===== src/rtl/muldiv_seq_pkg.sv =====
// rtl/muldiv_seq_pkg.sv - shared encodings and helpers for the EX-stage mul/div sequencer
//
// Contents:
//   MD_OP_*    : op encodings driven on muldiv_seq.op
//   md_state_e : sequencer states MD_IDLE / MD_MUL / MD_DIV / MD_DONE
//   DIV_ITER   : restoring-divider steps per divide
//   md_mag     : magnitude of an operand (two's complement negate when signed and negative)

package muldiv_seq_pkg;

    localparam logic [1:0] MD_OP_MULT  = 2'b00;
    localparam logic [1:0] MD_OP_MULTU = 2'b01;
    localparam logic [1:0] MD_OP_DIV   = 2'b10;
    localparam logic [1:0] MD_OP_DIVU  = 2'b11;

    typedef enum logic [1:0] {
        MD_IDLE = 2'd0,
        MD_MUL  = 2'd1,
        MD_DIV  = 2'd2,
        MD_DONE = 2'd3
    } md_state_e;

    localparam int DIV_ITER = 32;

    // -2^31 maps onto 32'h80000000, which is still the correct unsigned magnitude.
    function automatic logic [31:0] md_mag(input logic [31:0] x, input logic is_signed);
        return (is_signed && x[31]) ? (~x + 32'd1) : x;
    endfunction

endpackage


===== src/rtl/muldiv_seq_div_iter.sv =====
// rtl/muldiv_seq_div_iter.sv - radix-2 restoring divider datapath, one step per enabled cycle
//
// Ports:
//   clk, resetn : clock, asynchronous active-low reset
//   load        : capture dividend/divisor, clear partial remainder
//   step        : perform one restoring step
//   dividend    : unsigned dividend magnitude
//   divisor     : unsigned divisor magnitude
//   quotient    : quotient after the current step (combinational look-ahead)
//   remainder   : remainder after the current step (combinational look-ahead)
//
// The outputs show the result of the step being taken this cycle, so the owner
// can capture the final answer in the same cycle as the last step.

module div_iter (
    input  logic        clk,
    input  logic        resetn,
    input  logic        load,
    input  logic        step,
    input  logic [31:0] dividend,
    input  logic [31:0] divisor,
    output logic [31:0] quotient,
    output logic [31:0] remainder
);

    logic [31:0] rem_q, quo_q, dsr_q;
    logic [31:0] rem_d, quo_d;
    logic [32:0] rem_shift;
    logic [31:0] rem_sub;
    logic        fits;

    // Partial remainder is always below the divisor, so 32 bits hold it; the
    // shifted value needs one extra bit only for the trial compare.
    always_comb begin
        rem_shift = {rem_q, quo_q[31]};
        fits      = (rem_shift >= {1'b0, dsr_q});
        rem_sub   = rem_shift[31:0] - dsr_q;
        rem_d     = fits ? rem_sub : rem_shift[31:0];
        quo_d     = {quo_q[30:0], fits};
    end

    assign quotient  = quo_d;
    assign remainder = rem_d;

    always_ff @(posedge clk or negedge resetn) begin
        if (!resetn) begin
            rem_q <= '0;
            quo_q <= '0;
            dsr_q <= '0;
        end else if (load) begin
            rem_q <= '0;
            quo_q <= dividend;
            dsr_q <= divisor;
        end else if (step) begin
            rem_q <= rem_d;
            quo_q <= quo_d;
        end
    end

endmodule


===== src/rtl/muldiv_seq.sv =====
// rtl/muldiv_seq.sv - EX-stage multi-cycle MULT/MULTU/DIV/DIVU sequencer
//
// Ports:
//   clk, resetn   : clock, asynchronous active-low reset
//   op_valid, op  : mul/div op present in EX and its encoding (MD_OP_*)
//   src_a, src_b  : rs / rt operands
//   flush         : abort any operation, return to idle
//   ex_stall_in   : EX held elsewhere; keeps a finished result presented
//   stall_o       : stall request to the hazard unit
//   result_valid  : HI/LO valid for the consumer
//   hi, lo        : HI/LO result
//
// Build option: MULDIV_EARLY_OUT_EN - finish a divide in one cycle when the
// divisor magnitude exceeds the dividend magnitude.

module muldiv_seq
    import muldiv_seq_pkg::*;
#(
    parameter int MUL_LAT = 2
) (
    input  logic        clk,
    input  logic        resetn,
    input  logic        op_valid,
    input  logic [1:0]  op,
    input  logic [31:0] src_a,
    input  logic [31:0] src_b,
    input  logic        flush,
    input  logic        ex_stall_in,
    output logic        stall_o,
    output logic        result_valid,
    output logic [31:0] hi,
    output logic [31:0] lo
);

    localparam logic [4:0] MUL_CNT_INIT = 5'(MUL_LAT - 1);
    localparam logic [4:0] DIV_CNT_INIT = 5'(DIV_ITER - 1);

    md_state_e   state_q;
    logic [4:0]  cnt_q;
    logic [31:0] a_mag_q, b_mag_q;
    logic        neg_res_q;   // product / quotient negated
    logic        sign_a_q;    // remainder takes dividend sign
    logic [31:0] hi_q, lo_q;
    logic        result_valid_q;

    logic        is_signed, start;
    logic [31:0] a_mag, b_mag;
    logic [63:0] prod_mag, prod_fix;
    logic [31:0] quotient, remainder;

    assign is_signed = ~op[0];
    assign a_mag     = md_mag(src_a, is_signed);
    assign b_mag     = md_mag(src_b, is_signed);
    assign start     = (state_q == MD_IDLE) && op_valid && !flush;

    assign stall_o = start || (state_q == MD_MUL) || (state_q == MD_DIV);

    assign prod_mag = {32'd0, a_mag_q} * {32'd0, b_mag_q};
    assign prod_fix = neg_res_q ? (~prod_mag + 64'd1) : prod_mag;

    // Divider is loaded straight from the live operands in the accepting cycle.
    div_iter u_div_iter (
        .clk       (clk),
        .resetn    (resetn),
        .load      (start && op[1]),
        .step      (state_q == MD_DIV),
        .dividend  (a_mag),
        .divisor   (b_mag),
        .quotient  (quotient),
        .remainder (remainder)
    );

    always_ff @(posedge clk or negedge resetn) begin
        if (!resetn) begin
            state_q        <= MD_IDLE;
            cnt_q          <= '0;
            a_mag_q        <= '0;
            b_mag_q        <= '0;
            neg_res_q      <= 1'b0;
            sign_a_q       <= 1'b0;
            hi_q           <= '0;
            lo_q           <= '0;
            result_valid_q <= 1'b0;
        end else if (flush) begin
            state_q        <= MD_IDLE;
            cnt_q          <= '0;
            result_valid_q <= 1'b0;
        end else begin
            case (state_q)
                MD_IDLE: begin
                    if (op_valid) begin
                        a_mag_q   <= a_mag;
                        b_mag_q   <= b_mag;
                        neg_res_q <= is_signed && (src_a[31] ^ src_b[31]);
                        sign_a_q  <= is_signed && src_a[31];
                        if (!op[1]) begin
                            state_q <= MD_MUL;
                            cnt_q   <= MUL_CNT_INIT;
                        end else if (src_b == 32'd0) begin
                            hi_q           <= src_a;
                            lo_q           <= 32'hFFFF_FFFF;
                            state_q        <= MD_DONE;
                            result_valid_q <= 1'b1;
`ifdef MULDIV_EARLY_OUT_EN
                        end else if (b_mag > a_mag) begin
                            hi_q           <= src_a;
                            lo_q           <= 32'd0;
                            state_q        <= MD_DONE;
                            result_valid_q <= 1'b1;
`endif
                        end else begin
                            state_q <= MD_DIV;
                            cnt_q   <= DIV_CNT_INIT;
                        end
                    end
                end
                MD_MUL: begin
                    if (cnt_q == 5'd0) begin
                        {hi_q, lo_q}   <= prod_fix;
                        state_q        <= MD_DONE;
                        result_valid_q <= 1'b1;
                    end else begin
                        cnt_q <= cnt_q - 5'd1;
                    end
                end
                MD_DIV: begin
                    if (cnt_q == 5'd0) begin
                        lo_q           <= neg_res_q ? (~quotient + 32'd1) : quotient;
                        hi_q           <= sign_a_q ? (~remainder + 32'd1) : remainder;
                        state_q        <= MD_DONE;
                        result_valid_q <= 1'b1;
                    end else begin
                        cnt_q <= cnt_q - 5'd1;
                    end
                end
                MD_DONE: begin
                    if (!ex_stall_in) begin
                        state_q        <= MD_IDLE;
                        result_valid_q <= 1'b0;
                    end
                end
                default: state_q <= MD_IDLE;
            endcase
        end
    end

    assign result_valid = result_valid_q;
    assign hi           = hi_q;
    assign lo           = lo_q;

endmodule


===== config.mk =====
export PLATFORM = sky130hd
export DESIGN_NAME = muldiv_seq
export DESIGN_NICKNAME = d
export VERILOG_FILES = /design/src/rtl/muldiv_seq_pkg.sv /design/src/rtl/muldiv_seq_div_iter.sv /design/src/rtl/muldiv_seq.sv
export SDC_FILE = /design/constraint.sdc
export NUM_CORES = 2
export LEC_CHECK = 0
export ABC_AREA = 1
export CAP_MARGIN = 5
export CORE_MARGIN = 1.5
export CORE_UTILIZATION = 50
export CTS_BUF_LIST = sky130_fd_sc_hd__clkbuf_8
export DETAILED_ROUTE_END_ITERATION = 6
export GPL_TIMING_DRIVEN = 0
export PLACE_DENSITY = 0.66
export SYNTH_ARGS = -nofsm -noshare
export SYNTH_HDL_FRONTEND = slang
export SYNTH_HIERARCHICAL = 1
export SYNTH_SLANG_ARGS = --single-unit

===== constraint.sdc =====
create_clock -name clk -period 9.85 [get_ports clk]
set_clock_uncertainty 0.2 [all_clocks]
set_input_delay 0.985 -clock clk [delete_from_list [all_inputs] [get_ports clk]]
set_output_delay 0.985 -clock clk [all_outputs]
set_load 0.01 [all_outputs]

==> impl_metrics.env <==
export IMPL_violations="design-rule violations"
export IMPL_end_kind="flip-flop"
export IMPL_max_clock_path_buffers=3
export IMPL_postCtsHoldBufs=0
export IMPL_crit_path_max_incr_delay_ns=0.82
export IMPL_worst_path_max_fanout=10
export IMPL_synthDistinctLibCells=56
export IMPL_synth_area_leaders="fa_1 (33%), nand2_1 (18%), inv_1 (14%), dfrtp_1 (11%), ha_1 (7.0%)"
export IMPL_crit_family="adder cells"
export IMPL_wl_per_cell_microns=25.0
export IMPL_antenna_found_initial=7
export IMPL_synth_compound_area_share_pct=4.82
export IMPL_min_delay_path_class="in -> async"
export IMPL_synth_nets=9271
export IMPL_clock_latency_ns=0.67
export IMPL_synth_xor_area_share_pct=1.37
export IMPL_synth_edff_count=0
export IMPL_synth_avg_cell_area_sq_um=6.87
export IMPL_dp_hpwl_microns=203000
export IMPL_setup_violations=0
export IMPL_die_area_sq_mm=0.112
export IMPL_post_cts_setup_buffers=0
export IMPL_die_h_microns=335
export IMPL_grt_max_degree=101
export IMPL_nets=9424
export IMPL_place_gp_congestion=1.07
export IMPL_routed_via_density=5.42
export IMPL_synth_async_sr_flop_share_pct=100
export IMPL_die_x_microns=335
export IMPL_synth_seq_cells=234
export IMPL_yosysMostFrequentCell="nand2_1"
export IMPL_clkSinkCount=234
export IMPL_finalMaxSlewViolations=0
export IMPL_yosys_area_top_type_share_pct=32.7
export IMPL_io_pin_count=137
export IMPL_grt_pass1_wl_microns=348000
export IMPL_fin_crit_sh_pct=98.4
export IMPL_worst_setup_path_start_kind="flip-flop"
export IMPL_synth_simple_area_share_pct=26.1
export IMPL_start_util_pct=50.4
export IMPL_arrival_ns=10.04
export IMPL_synthAdderAreaFrac_pct=39.6
export IMPL_status="complete, but fails checks"
export IMPL_cts_tree="done"
export IMPL_synth_cells=7997
export IMPL_yosys_top_cells_count="nand2_1 (2579), inv_1 (2103), fa_1 (897)"
export IMPL_yosysSeqAreaShare_pct=10.7
export IMPL_fmax_mhz=103
export IMPL_syn_area_sq_mm=0.0550
export IMPL_drc=6
export IMPL_tightest_slew_ns=1.23
export IMPL_hold_viol_final=0
export IMPL_drive_above_1_share_pct=4.80
export IMPL_required_ns=10.20
export IMPL_vias=52100
export IMPL_slew_headroom_pct=18.3
export IMPL_cts_buffers=40
export IMPL_yosysWarnings=6
export IMPL_ant_nets=0
export IMPL_dp_slack_ns=-0.228
export IMPL_crit_slowest_cell="clkbuf_1"
export IMPL_track_usage_pct=43.3
export IMPL_gr_total_overflow=0
export IMPL_yosysTopAreaCell="fa_1"
export IMPL_area_growth_pct=7.53
export IMPL_drt_iter0_drc=5669
export IMPL_synth_ff_type="dfrtp_1"
export IMPL_critPathKind="reg -> reg"
export IMPL_synth_area_mux_share_pct=0.0205
export IMPL_row_count=121
export IMPL_cts_root_buf="clkbuf_8"
export IMPL_grt_pass1_vias=52400
export IMPL_fp_coreArea_sq_mm=0.109
export IMPL_clkTransAtPathRegs_ns=0.08
export IMPL_cap_violations=0
export IMPL_cts_max_level=2
export IMPL_port_buffers=136
export IMPL_min_period_ns=9.69
export IMPL_grt_setup_unrepaired="true"
export IMPL_dr_pass1_iters=7
export IMPL_crit_buf_inv=4
export IMPL_setup_ws_ns=0.155
export IMPL_synth_top_family_by_area="adder cells"
export IMPL_drt_total_wl_microns=240000
routing by layer:
metal	wire, microns	share of wire, %	GRT usage, %	up-vias
met1	88000	37	52.8	25200
met5	46	0.019	0	-
met2	107000	45	69.6	2752
met3	22600	9.4	7.76	731
li1	-	-	-	23400
met4	21700	9.1	30.5	8
layout make-up:
cell class,count,area [sq um]
Buffer,355,1680
Sequential cell,234,5860
Tap cell,1414,1770
Clock inverter,21,153
Inverter,2113,7940
Timing Repair Buffer,139,1440
Fill cell,11000,49900
Antenna cell,10,25.0
Multi-Input combinational cell,5267,39600
Clock buffer,50,688
stage by stage:
stage               area (sq um)  util, %  cells  TNS [ns]  hold slack [ns]
CTS                        59000     54.2   9619         0           0.0272
detailed placement         58200     53.4   9550     -2.13            0.264
global placement           58100     53.3   9547   -682.64            0.264
global route               59100     54.2   9599   -0.0359           0.0714
floorplan                  55000        -   7997         0            0.271
finish                     59100     54.2   9603         0           0.0331
timing repair:
| action | in CTS | in global routing |
|---|---|---|
| gates cloned | 0 | 0 |
| gates resized for setup | 25 | 262 |
| endpoints found under the setup margin | 30 | 32 |
| pin swaps | 0 | 0 |
cells by family (layout without fill, tap and decap cells):
| group | count (synthesis) | count (layout) |
|---|---|---|
| xor gates and xnor gates | 85 | 85 |
| other | 0 | 10 |
| and+or+nand+nor | 3507 | 3507 |
| AOI/OAI and AO/OA | 471 | 471 |
| muxes | 1 | 1 |
| adders and majority gates | 1203 | 1203 |
| DFF | 234 | 234 |
| buffers and inverters | 2496 | 2678 |
worst paths after layout:
kind | from | end | slack (ns) | cells past startpoint
max in group asynchronous | resetn | a_mag_q[5] | 8.46 | 2
worst max register to register | a_mag_q[27] | hi[15] | 0.16 | 31
worst min-delay path | resetn | cnt_q[4] | 0.03 | 1
worst max-delay path | a_mag_q[27] | hi[15] | 0.16 | 31
worst min register to register | hi[3] | hi[3] | 0.28 | 2
min in group clk | hi[3] | hi[3] | 0.28 | 2
placed cells by master (no fill, tap or decap), drive strengths merged, types with 173 or more instances in the layout:
cell / count
nor2: 405
fa: 897
nand2: 2661
inv: 2121
clkbuf: 337
nand3: 255
dfrtp: 234
o21ai: 173
a21oi: 181
ha: 306
registers in the layout, indices dropped and copies added, names as in the netlist, 2 cells and up:
name and flops:
lo 32, b_mag_q 32, state_q 2, hi 32, cnt_q 5, u_div_iter/quo_q 32, u_div_iter/dsr_q 32, u_div_iter/rem_q 32
a_mag_q 32
Power is not shown: default switching activity piles up to over one toggle a cycle in this logic, so the estimate is an artifact.
